$ cat config.mk
export PLATFORM = sky130hd
export DESIGN_NAME = uart_tx_arb
export DESIGN_NICKNAME = d
export VERILOG_FILES = /design/src/rtl/uart_tx_arb.sv
export SDC_FILE = /design/constraint.sdc
export NUM_CORES = 1
export LEC_CHECK = 0
export BUFFER_PORTS_ARGS = -buffer_cell sky130_fd_sc_hd__buf_2
export CELL_PAD_IN_SITES_DETAIL_PLACEMENT = 1
export CELL_PAD_IN_SITES_GLOBAL_PLACEMENT = 2
export CORE_UTILIZATION = 36
export DETAILED_ROUTE_END_ITERATION = 10
export PLACE_DENSITY_LB_ADDON = 0.1
export SYNTH_ARGS = -nofsm -noshare
export SYNTH_HDL_FRONTEND = slang
export SYNTH_SLANG_ARGS = --single-unit
$ cat constraint.sdc
create_clock -name clk -period 3.3 [get_ports clk]
set_clock_uncertainty 0.1 [all_clocks]
set_input_delay 0.825 -clock clk [delete_from_list [all_inputs] [get_ports clk]]
set_output_delay 0.825 -clock clk [all_outputs]
set_load 0.01 [all_outputs]
$ cat src/rtl/uart_tx_arb.sv
// uart_tx_arb: round-robin 2:1 byte arbiter driving a CTSn-gated 8N1 UART transmitter.
// Define UART_TX_ARB_PARITY_EN to insert an even-parity bit (8E1 framing).
module uart_tx_arb #(
  parameter int CLKS_PER_BIT = 868
) (
  input  logic       clk,
  input  logic       rst,
  input  logic [7:0] req0_data,
  input  logic       req0_valid,
  output logic       req0_ready,
  input  logic [7:0] req1_data,
  input  logic       req1_valid,
  output logic       req1_ready,
  input  logic       uart_ctsn,
  output logic       uart_txd,
  output logic       busy,
  output logic       grant_id
);

  localparam int CW = $clog2(CLKS_PER_BIT);
  localparam logic [CW-1:0] RELOAD = CW'(CLKS_PER_BIT - 1);

`ifdef UART_TX_ARB_PARITY_EN
  typedef enum logic [2:0] {
    S_IDLE, S_START, S_DATA, S_PARITY, S_STOP
  } state_t;
`else
  typedef enum logic [1:0] {
    S_IDLE, S_START, S_DATA, S_STOP
  } state_t;
`endif

  state_t        r_state;
  logic          r_cts_s1;
  logic          r_cts_s2;
  logic [CW-1:0] r_cnt;
  logic [7:0]    r_shift;
  logic [2:0]    r_bit;
  logic          r_last;
  logic          r_grant;
  logic          r_txd;
  logic          r_busy;
`ifdef UART_TX_ARB_PARITY_EN
  logic          r_par;
`endif

  logic w_go;
  logic w_pick1;
  logic w_tick;

  // On a tie, the requester that did not win last time is served.
  assign w_pick1 = req1_valid && (!req0_valid || !r_last);
  assign w_go    = !rst && (r_state == S_IDLE) && !r_cts_s2
                   && (req0_valid || req1_valid);
  assign w_tick  = (r_cnt == '0);

  assign req0_ready = w_go && !w_pick1;
  assign req1_ready = w_go && w_pick1;
  assign uart_txd   = r_txd;
  assign busy       = r_busy;
  assign grant_id   = r_grant;

  always_ff @(posedge clk) begin
    if (rst) begin
      r_state  <= S_IDLE;
      r_cts_s1 <= 1'b1;
      r_cts_s2 <= 1'b1;
      r_cnt    <= '0;
      r_shift  <= '0;
      r_bit    <= '0;
      r_last   <= 1'b1;
      r_grant  <= 1'b0;
      r_txd    <= 1'b1;
      r_busy   <= 1'b0;
`ifdef UART_TX_ARB_PARITY_EN
      r_par    <= 1'b0;
`endif
    end else begin
      r_cts_s1 <= uart_ctsn;
      r_cts_s2 <= r_cts_s1;
      if (r_state != S_IDLE)
        r_cnt <= w_tick ? RELOAD : r_cnt - 1'b1;
      unique case (r_state)
        S_IDLE: begin
          if (w_go) begin
            r_shift <= w_pick1 ? req1_data : req0_data;
            r_grant <= w_pick1;
            r_last  <= w_pick1;
            r_cnt   <= RELOAD;
            r_txd   <= 1'b0;
            r_busy  <= 1'b1;
            r_state <= S_START;
`ifdef UART_TX_ARB_PARITY_EN
            r_par   <= w_pick1 ? ^req1_data : ^req0_data;
`endif
          end
        end
        S_START: begin
          if (w_tick) begin
            r_state <= S_DATA;
            r_bit   <= '0;
            r_txd   <= r_shift[0];
          end
        end
        S_DATA: begin
          if (w_tick) begin
            if (r_bit == 3'd7) begin
`ifdef UART_TX_ARB_PARITY_EN
              r_state <= S_PARITY;
              r_txd   <= r_par;
`else
              r_state <= S_STOP;
              r_txd   <= 1'b1;
`endif
            end else begin
              r_bit   <= r_bit + 3'd1;
              r_shift <= r_shift >> 1;
              r_txd   <= r_shift[1];
            end
          end
        end
`ifdef UART_TX_ARB_PARITY_EN
        S_PARITY: begin
          if (w_tick) begin
            r_state <= S_STOP;
            r_txd   <= 1'b1;
          end
        end
`endif
        S_STOP: begin
          if (w_tick) begin
            r_state <= S_IDLE;
            r_busy  <= 1'b0;
          end
        end
        default: r_state <= S_IDLE;
      endcase
    end
  end

endmodule

==> flow_summary.toml <==
[cts]
clockRootBuffer = "sky130_fd_sc_hd__clkbuf_8"
cts_setup_buffers = 0
cts-resized-gates = 0
sinks_on_the_clock_net = 29
cts_tree = "yes"
cts.path.max_buffers = 2
cts.reportedPaths.clkPinSlew_ps = 60
cts.hold.buffers_added = 0
tritoncts.num_buffers = 5
clk_latency_ps = 280
cts_max_level = 2

[synthesis]
synth-async-reset-ratio = 0
synth_cell_types = 45
syn-num-nets = 225
synth_seq_cells = 29
ys_seq_area_frac = 0.3422
mappedNetlistArea_mm2 = 0.001697
mapped_avg_cell_area_um2 = 8.701
synth-edff-count = 0
syn_inst = 195
ys_dominant_reg_cell = "sky130_fd_sc_hd__dfxtp_1"
yosys_warnings = 0

[global_routing]
grt.total_usage = 0.1784
pin_count_of_the_biggest_net_entering_global_routing = 32
antenna_found_initial = 0
grt_remaining_overflow = 0
grt_pass1_vias = 1501
grt_pass1_wl_um = 7100

[floorplan]
die_width_um = 70.65
start_util = 0.3818
die_height_um = 70.65
design.portCount = 26
rows = 24
die_area_mm2 = 0.004991
coreArea_mm2 = 0.004444

[placed_design]
portBuffers = 25
place.detailed.hpwl_um = 3050
gpl_wtd_cong = 0.7112
placement.cell_area_mm2 = 0.001886

[route]
drc_errors = 2
wl_um = 4034
wl_per_cell_um = 14.62
route.antenna.remaining_nets = 0
detailroute.via_count = 1442
drtPass1Iterations = 9
post_drt_via_cell_ratio = 5.225
detail_route.iter0.violations = 63

[run]
cap_viol_max_count = 0

[sta]
finalSetupTns_ps = 0
timing.final.max_slew_violations = 0
transition_time_at_the_pin_with_the_least_slew_margin_ps = 592.1
post-route-min-period_ps = 2989
rsz0062_at_grt = "no"
maximum_clock_rate_mhz = 334.6
maxSlewHeadroom = 0.6017
finalSetupViolations = 0
report.final.hold_viol_count = 0
fin_crit_sh = 0.9058

[power_and_ir_drop]
power_total_uw = 1419
p_leak_uw = 0.0008520
vdd_drop_max_mv = 0.2436
power.density_cell_area_mw_per_mm2 = 722.1

[layout]
postLayoutCoreUtil = 0.4423
final_nets = 253
num_antenna_cells = 0
final.fill_count = 543
drive_gt1_frac = 0.2500
final_area_mm2 = 0.001966
syn_to_final_growth_pct = 15.86

[hold_path]
timing.hold.worst.class = "reg -> reg"

[setup_path]
crit_type = "reg -> out"
worstPathMaxFanout = 9
end_kind = "primary output"
critical_path_required_ps = 2370
critical_path.startpoint_type = "register"
cp_data_arrival_time_ps = 2060

[status]
violations = "DRC"
status = "finished with violations"
==> final timing paths <==
path,from,end,slack (ps),cells past startpoint
worst max register to register,r_cnt[0],r_shift[7],940,7
worst min-delay path,r_cts_s1,r_cts_s2,320,1
worst min register to register,r_cts_s1,r_cts_s2,320,1
worst max-delay path,r_state[0],req0_ready,310,6
==> kinds of logic after synthesis <==
| group | synth area share |
|---|---|
| simple gates | 0.2146 |
| compound gates | 0.1740 |
| flops | 0.3422 |
| buf+inv | 0.06047 |
| mux | 0.1320 |
| fa+ha+maj | 0.06637 |
| xor+xnor | 0.01033 |
==> layout by cell type, fill, tap and decap left out, types with 3 or more instances in the layout <==
cell type / instances
sky130_fd_sc_hd__buf_4: 6
sky130_fd_sc_hd__inv_1: 15
sky130_fd_sc_hd__nand2b_1: 11
sky130_fd_sc_hd__or2_2: 7
sky130_fd_sc_hd__ha_1: 9
sky130_fd_sc_hd__a211oi_1: 4
sky130_fd_sc_hd__buf_2: 25
sky130_fd_sc_hd__clkbuf_1: 3
sky130_fd_sc_hd__o21ai_0: 11
sky130_fd_sc_hd__nor2_1: 15
sky130_fd_sc_hd__mux2i_1: 13
sky130_fd_sc_hd__dfxtp_1: 29
sky130_fd_sc_hd__nand2_1: 9
sky130_fd_sc_hd__mux2_2: 7
sky130_fd_sc_hd__a21oi_1: 17
sky130_fd_sc_hd__clkbuf_8: 5
==> metrics by stage <==
step	instances	hold slack [ps]	setup WS [ps]
2_1_floorplan	195	289.5	548.5
3_3_place_gp	268	300.6	576.2
3_5_place_dp	268	309.4	567.7
4_1_cts	276	327.2	303.7
5_1_grt	276	347.1	162.7
6_report	276	316.5	310.9
==> area by class of cell <==
type	instances	area, µm²	share of cell area
Tap cell	52	65.06	0.03310
Timing Repair Buffer	31	170.2	0.08657
Multi-Input combinational cell	141	1013	0.5156
Clock buffer	8	80.08	0.04074
Sequential cell	29	580.6	0.2954
Inverter	15	56.30	0.02864
==> layer usage <==
layer | routed length (µm) | track usage
met3 | 111 | 0.04558
met4 | 42 | 0.05111
met5 | 0 | 0
met1 | 1978 | 0.2261
met2 | 1901 | 0.3010
==> Yosys cell counts, types with 2 or more instances <==
library cell | n | share of area
sky130_fd_sc_hd__mux2_2 | 7 | 0.046
sky130_fd_sc_hd__nand2b_1 | 11 | 0.041
sky130_fd_sc_hd__a31oi_1 | 2 | 0.0074
sky130_fd_sc_hd__nand2_1 | 9 | 0.020
sky130_fd_sc_hd__a211oi_1 | 4 | 0.018
sky130_fd_sc_hd__nor4_1 | 2 | 0.0074
sky130_fd_sc_hd__o21a_1 | 2 | 0.0088
sky130_fd_sc_hd__o21ai_0 | 11 | 0.032
sky130_fd_sc_hd__dfxtp_1 | 29 | 0.34
sky130_fd_sc_hd__nor2b_1 | 2 | 0.0074
sky130_fd_sc_hd__nor2_1 | 15 | 0.033
sky130_fd_sc_hd__or2_2 | 7 | 0.026
sky130_fd_sc_hd__nor3_1 | 2 | 0.0059
sky130_fd_sc_hd__and2_1 | 2 | 0.0074
sky130_fd_sc_hd__mux2i_1 | 13 | 0.077
sky130_fd_sc_hd__inv_1 | 15 | 0.033
sky130_fd_sc_hd__or3_1 | 2 | 0.0074
sky130_fd_sc_hd__nand4b_1 | 2 | 0.010
sky130_fd_sc_hd__clkbuf_1 | 8 | 0.018
sky130_fd_sc_hd__ha_1 | 9 | 0.066
sky130_fd_sc_hd__a21oi_1 | 17 | 0.050
==> registers in the layout, indices dropped and copies added, names as in the netlist <==
register / count
r_shift: 8
r_cts_s2: 1
r_cnt: 10
r_state: 2
busy: 1
grant_id: 1
r_bit: 3
uart_txd: 1
r_cts_s1: 1
r_last: 1
==> power breakdown <==
part	internal, µW	leakage, µW	total [µW]	switching [µW]
logic	270	0.000576	637	367
registers	422	0.000237	503	80.5
clock network	150	0.0000395	279	130
total	842	0.000852	1420	578
==> critical path, cell delays in order, from the launching register on <==
cell and delay (ps):
sky130_fd_sc_hd__dfxtp_1 350, sky130_fd_sc_hd__inv_1 150, sky130_fd_sc_hd__ha_1 380, sky130_fd_sc_hd__inv_1 140, sky130_fd_sc_hd__or2_2 380, sky130_fd_sc_hd__nor3_1 210, sky130_fd_sc_hd__buf_2 180
Note: power is estimated with default switching activity, not from simulation.
